File: src/rtl/yuv422_to_yuv444.sv
// 4:2:2 to 4:4:4 chroma upsampler: fixed 4-clock pipeline, chroma replicated or
// interpolated for odd pixels using up to two pixels of lookahead within a line.
module yuv422_to_yuv444 #(
    parameter int unsigned INTERP       = 0,
    parameter int unsigned CHROMA_ORDER = 0
) (
    input  logic       clk_i,
    input  logic       rst_i,
    input  logic       vs_i,
    input  logic       de_i,
    input  logic [7:0] y_i,
    input  logic [7:0] c_i,
    output logic       vs_o,
    output logic       de_o,
    output logic [7:0] y_ch_o,
    output logic [7:0] u_ch_o,
    output logic [7:0] v_ch_o
);

    localparam int unsigned DW    = 8;
    localparam int unsigned SW    = DW + 1;
    localparam int unsigned DEPTH = 4;
    localparam int unsigned CUR   = 2;
    localparam logic [DW-1:0] C_MID = DW'(128);

    // Stage 0 is the newest sample; stage CUR is the pixel being emitted,
    // stages 0/1 are its lookahead and stage 3 its predecessor.
    logic               r_phase;
    logic [DEPTH-1:0]   r_de;
    logic [DEPTH-2:0]   r_vs;
    logic [DEPTH-2:0]   r_ph;
    logic [DW-1:0]      r_y [DEPTH-1];
    logic [DW-1:0]      r_c [DEPTH];

    logic [DW-1:0]      w_a;
    logic [DW-1:0]      w_b;
    logic [DW-1:0]      w_u;
    logic [DW-1:0]      w_v;

    function automatic logic [DW-1:0] avg_rnd(input logic [DW-1:0] a, input logic [DW-1:0] b);
        logic [SW-1:0] s;
        s = SW'(a) + SW'(b) + SW'(1);
        return s[SW-1:1];
    endfunction

    always_ff @(posedge clk_i or posedge rst_i) begin
        if (rst_i) begin
            r_phase <= 1'b0;
            r_de    <= '0;
            r_vs    <= '0;
            r_ph    <= '0;
            for (int unsigned i = 0; i < DEPTH - 1; i++) r_y[i] <= '0;
            for (int unsigned i = 0; i < DEPTH; i++)     r_c[i] <= '0;
        end else begin
            // Phase restarts at 0 on every new line; any blanking cycle ends a line.
            r_phase <= de_i ? ~r_phase : 1'b0;
            r_de    <= {r_de[DEPTH-2:0], de_i};
            r_vs    <= {r_vs[DEPTH-3:0], vs_i};
            r_ph    <= {r_ph[DEPTH-3:0], r_phase};
            r_y[0]  <= y_i;
            r_c[0]  <= c_i;
            for (int unsigned i = 1; i < DEPTH - 1; i++) r_y[i] <= r_y[i-1];
            for (int unsigned i = 1; i < DEPTH; i++)     r_c[i] <= r_c[i-1];
        end
    end

    // w_a is the phase-0 chroma component, w_b the phase-1 component.
    always_comb begin
        w_a = r_c[CUR];
        w_b = r_c[CUR];
        if (!r_ph[CUR]) begin
            if (r_de[CUR-1]) begin
                w_b = r_c[CUR-1];
            end else if (r_de[CUR+1]) begin
                w_b = r_c[CUR+1];
            end else begin
                w_b = C_MID;
            end
        end else begin
            w_a = r_c[CUR+1];
            w_b = r_c[CUR];
            if (INTERP != 0) begin
                if (r_de[CUR-1]) begin
                    w_a = avg_rnd(r_c[CUR+1], r_c[CUR-1]);
                end
                if (r_de[CUR-1] && r_de[CUR-2]) begin
                    w_b = avg_rnd(r_c[CUR], r_c[CUR-2]);
                end
            end
        end
    end

    always_comb begin
        w_u = w_a;
        w_v = w_b;
        if (CHROMA_ORDER != 0) begin
            w_u = w_b;
            w_v = w_a;
        end
    end

    always_ff @(posedge clk_i or posedge rst_i) begin
        if (rst_i) begin
            vs_o   <= 1'b0;
            de_o   <= 1'b0;
            y_ch_o <= '0;
            u_ch_o <= '0;
            v_ch_o <= '0;
        end else begin
            vs_o <= r_vs[CUR];
            de_o <= r_de[CUR];
            if (r_de[CUR]) begin
                y_ch_o <= r_y[CUR];
                u_ch_o <= w_u;
                v_ch_o <= w_v;
            end else begin
                y_ch_o <= '0;
                u_ch_o <= '0;
                v_ch_o <= '0;
            end
        end
    end

endmodule

File: config.mk
export PLATFORM = sky130hd
export DESIGN_NAME = yuv422_to_yuv444
export DESIGN_NICKNAME = d
export VERILOG_FILES = /design/src/rtl/yuv422_to_yuv444.sv
export SDC_FILE = /design/constraint.sdc
export NUM_CORES = 1
export LEC_CHECK = 0
export CAP_MARGIN = 20
export CORE_MARGIN = 4
export CORE_UTILIZATION = 32
export DETAILED_ROUTE_END_ITERATION = 8
export PLACE_DENSITY = 0.51
export SLEW_MARGIN = 20
export SYNTH_ARGS = -nofsm -noshare
export SYNTH_HDL_FRONTEND = slang
export SYNTH_SLANG_ARGS = --single-unit
File: constraint.sdc
create_clock -name clk_i -period 3.8 [get_ports clk_i]
set_clock_uncertainty 0.1 [all_clocks]
set_input_delay 1.14 -clock clk_i [delete_from_list [all_inputs] [get_ports clk_i]]
set_output_delay 1.14 -clock clk_i [all_outputs]
set_load 0.005 [all_outputs]
==> qor.yml <==
clock_sinks: 92
critical_path.max_fanout: 9
netlist_area_mm2: 0.00278
ys.warnings.count: 0
setup_viol: 0
synthTopCellsByArea: "dfrtp_1 (83%), mux2i_1 (2.9%), nand3b_1 (1.9%)"
synth_top_area_frac: 0.829
peakVddDrop_v: 0.000227
routed_wl_um: 4090
syn_inst: 157
initial_core_util: 0.333
synth.avg_cell_area_um2: 17.7
h-tree-depth: 3
p_int_w: 0.00160
die_area_mm2: 0.0102
path_cells: "clkdlybuf4s50_1"
drive_above_1_share: 0.118
yosysTopAreaCell: "dfrtp_1"
rsz0062_at_grt: "no"
crit_path_top_delay_cell: "clkdlybuf4s50_1"
worstPathRequired_ns: 2.56
grt_overflow: 0
power_density_mw_per_mm2: 555
grt_pass1_wl_um: 6940
drt_iter0_drc: 69
dieWidth_um: 101
synth_nets: 177
cp_top_family: "buffers and inverters"
cp.buffers_inverters: 1
post-cts-setup-buffers: 0
clockPowerShare: 0.408
slowest_delay_ns: 0.58
critPathCaptureType: "output pin"
hold_class: "register to register"
start_kind: "register"
holdBufCountCts: 0
antenna_left: 0
synth-seq-cells: 92
tightest_slew_ns: 1.10
globalRouteTotalUtil: 0.0917
layout_commonest_cell: "dfrtp_1"
first_pass_iters: 4
switching_share: 0.194
max_cap_viol_count: 0
grt_pass1_vias: 1360
cts.path.max_buffers: 2
n_antenna_cell: 0
io_buffers: 45
fin_nets: 228
routedWlPerCell_um: 12.9
setup-tns-final_ns: 0
grt_max_degree: 93
place_congestion: 0.664
holdWs_ns: 0.251
core_mm2: 0.00834
drc_errors: 0
dpl.hpwl_um: 2510
max_freq_mhz: 372
leakage_nw: 1.58
drv_slew: 0
status: "completed"
postPlaceCellArea_mm2: 0.00332
cts_buffers: 9
timing.final.hold_violations: 0
yosysSeqAreaShare: 0.829
vias: 1295
critical_path_class: "register to output pin"
clk-insertion-delay-late_ns: 0.35
die_y_um: 101
fin_crit_sh: 0.708
net-switching-power_w: 0.000386
num_rows: 33
antenna_found_initial: 0
worstPathArrival_ns: 1.45
avgViaCountPerCell: 4.09
synthDistinctLibCells: 18
num_io_pins: 46
mostFrequentLayoutCells: "dfrtp_1 (92), clkdlybuf4s50_1 (45), clkbuf_8 (9)"
root_buffer: "clkbuf_8"
postCtsResizedCells: 0
path_clk_slew_ns: 0.08
final.min_clock_period_ns: 2.69
cts_tree: "built"
final_cell_area_mm2: 0.00358
maxSlewHeadroom: 0.265
p_comb_frac: 0.057
syn_to_final_growth_pct: 28.7
seqPwrFrac: 0.535
-- worst register-to-register path: stages, from the launching register on --
cell and delay [ns]:
dfrtp_1 1.07, a21oi_1 0.14, a221oi_2 0.28
-- path summary, 6_finish.rpt --
kind | from | endpoint | slack, ns | cells after the start
worst max-delay path | de_o | de_o | 1.11 | 1
worst min-delay path | r_ph[1] | r_ph[2] | 0.25 | 0
worst max register to register | r_ph[2] | v_ch_o[4] | 2.12 | 2
worst min register to register | r_ph[1] | r_ph[2] | 0.25 | 0
max in group asynchronous | rst_i | r_c[29] | 2.13 | 3
min in group asynchronous | rst_i | r_vs[1] | 1.10 | 3
-- logic make-up after synthesis --
logic type             synth area share
multiplexers                     0.0288
AO/OA/AOI/OAI                    0.0527
buffers and inverters            0.0329
flip-flops                        0.829
AND/OR/NAND/NOR                  0.0568
-- area by class of cell --
class                      instances  area, um^2
tap                              105         131
fill                             764        4760
timing repair buffer              46         470
clock buffer                      10         128
multi-input combinational         50         384
sequential                        92        2300
inverter                           9        35.0
clock inverter                     5         125
-- cells in the mapped netlist --
cell type   n
a21oi_1     3
a21oi_2     4
a221oi_1    4
a221oi_2    3
and2_1      8
buf_4       1
buf_6       4
clkbuf_2    1
dfrtp_1    92
inv_1       8
inv_2       1
mux2i_1     8
nand3_1     1
nand3b_1    7
nor2_1      8
nor2b_1     2
nor3b_1     1
o41ai_2     1
-- state kept, by name, indices dropped and copies added (netlist names) --
name     count
r_ph         3
v_ch_o       8
r_c         32
r_y         24
vs_o         1
r_phase      1
r_vs         3
u_ch_o       8
de_o         1
y_ch_o       8
r_de         3
-- power groups by stage --
stage	combinational [W]	sequential, W	clock [W]
after CTS	0.000116	0.00106	0.000831
after global placement	0.000116	0.00108	0
after global routing	0.000126	0.00107	0.000883
after floorplan	0.0000575	0.00107	0
after detailed placement	0.000116	0.00108	0
final	0.000112	0.00106	0.000810
-- layer usage --
layer	global-route usage	wire length (um)	vias up
met1	0.130	1990	647
met2	0.119	1780	30
met5	0	0	-
met3	0.0420	227	8
met4	0.0429	88	0
li1	-	-	610
-- metrics by stage --
stage | power (W) | setup slack, ns | cells | util
after floorplan | 0.00113 | 0.168 | 157 | -
after global placement | 0.00120 | 1.49 | 302 | 0.398
after detailed placement | 0.00120 | 1.47 | 302 | 0.398
after CTS | 0.00201 | 1.08 | 317 | 0.429
after global routing | 0.00208 | 1.02 | 317 | 0.429
final | 0.00198 | 1.11 | 317 | 0.429
Power figures use the tool's default switching activity.
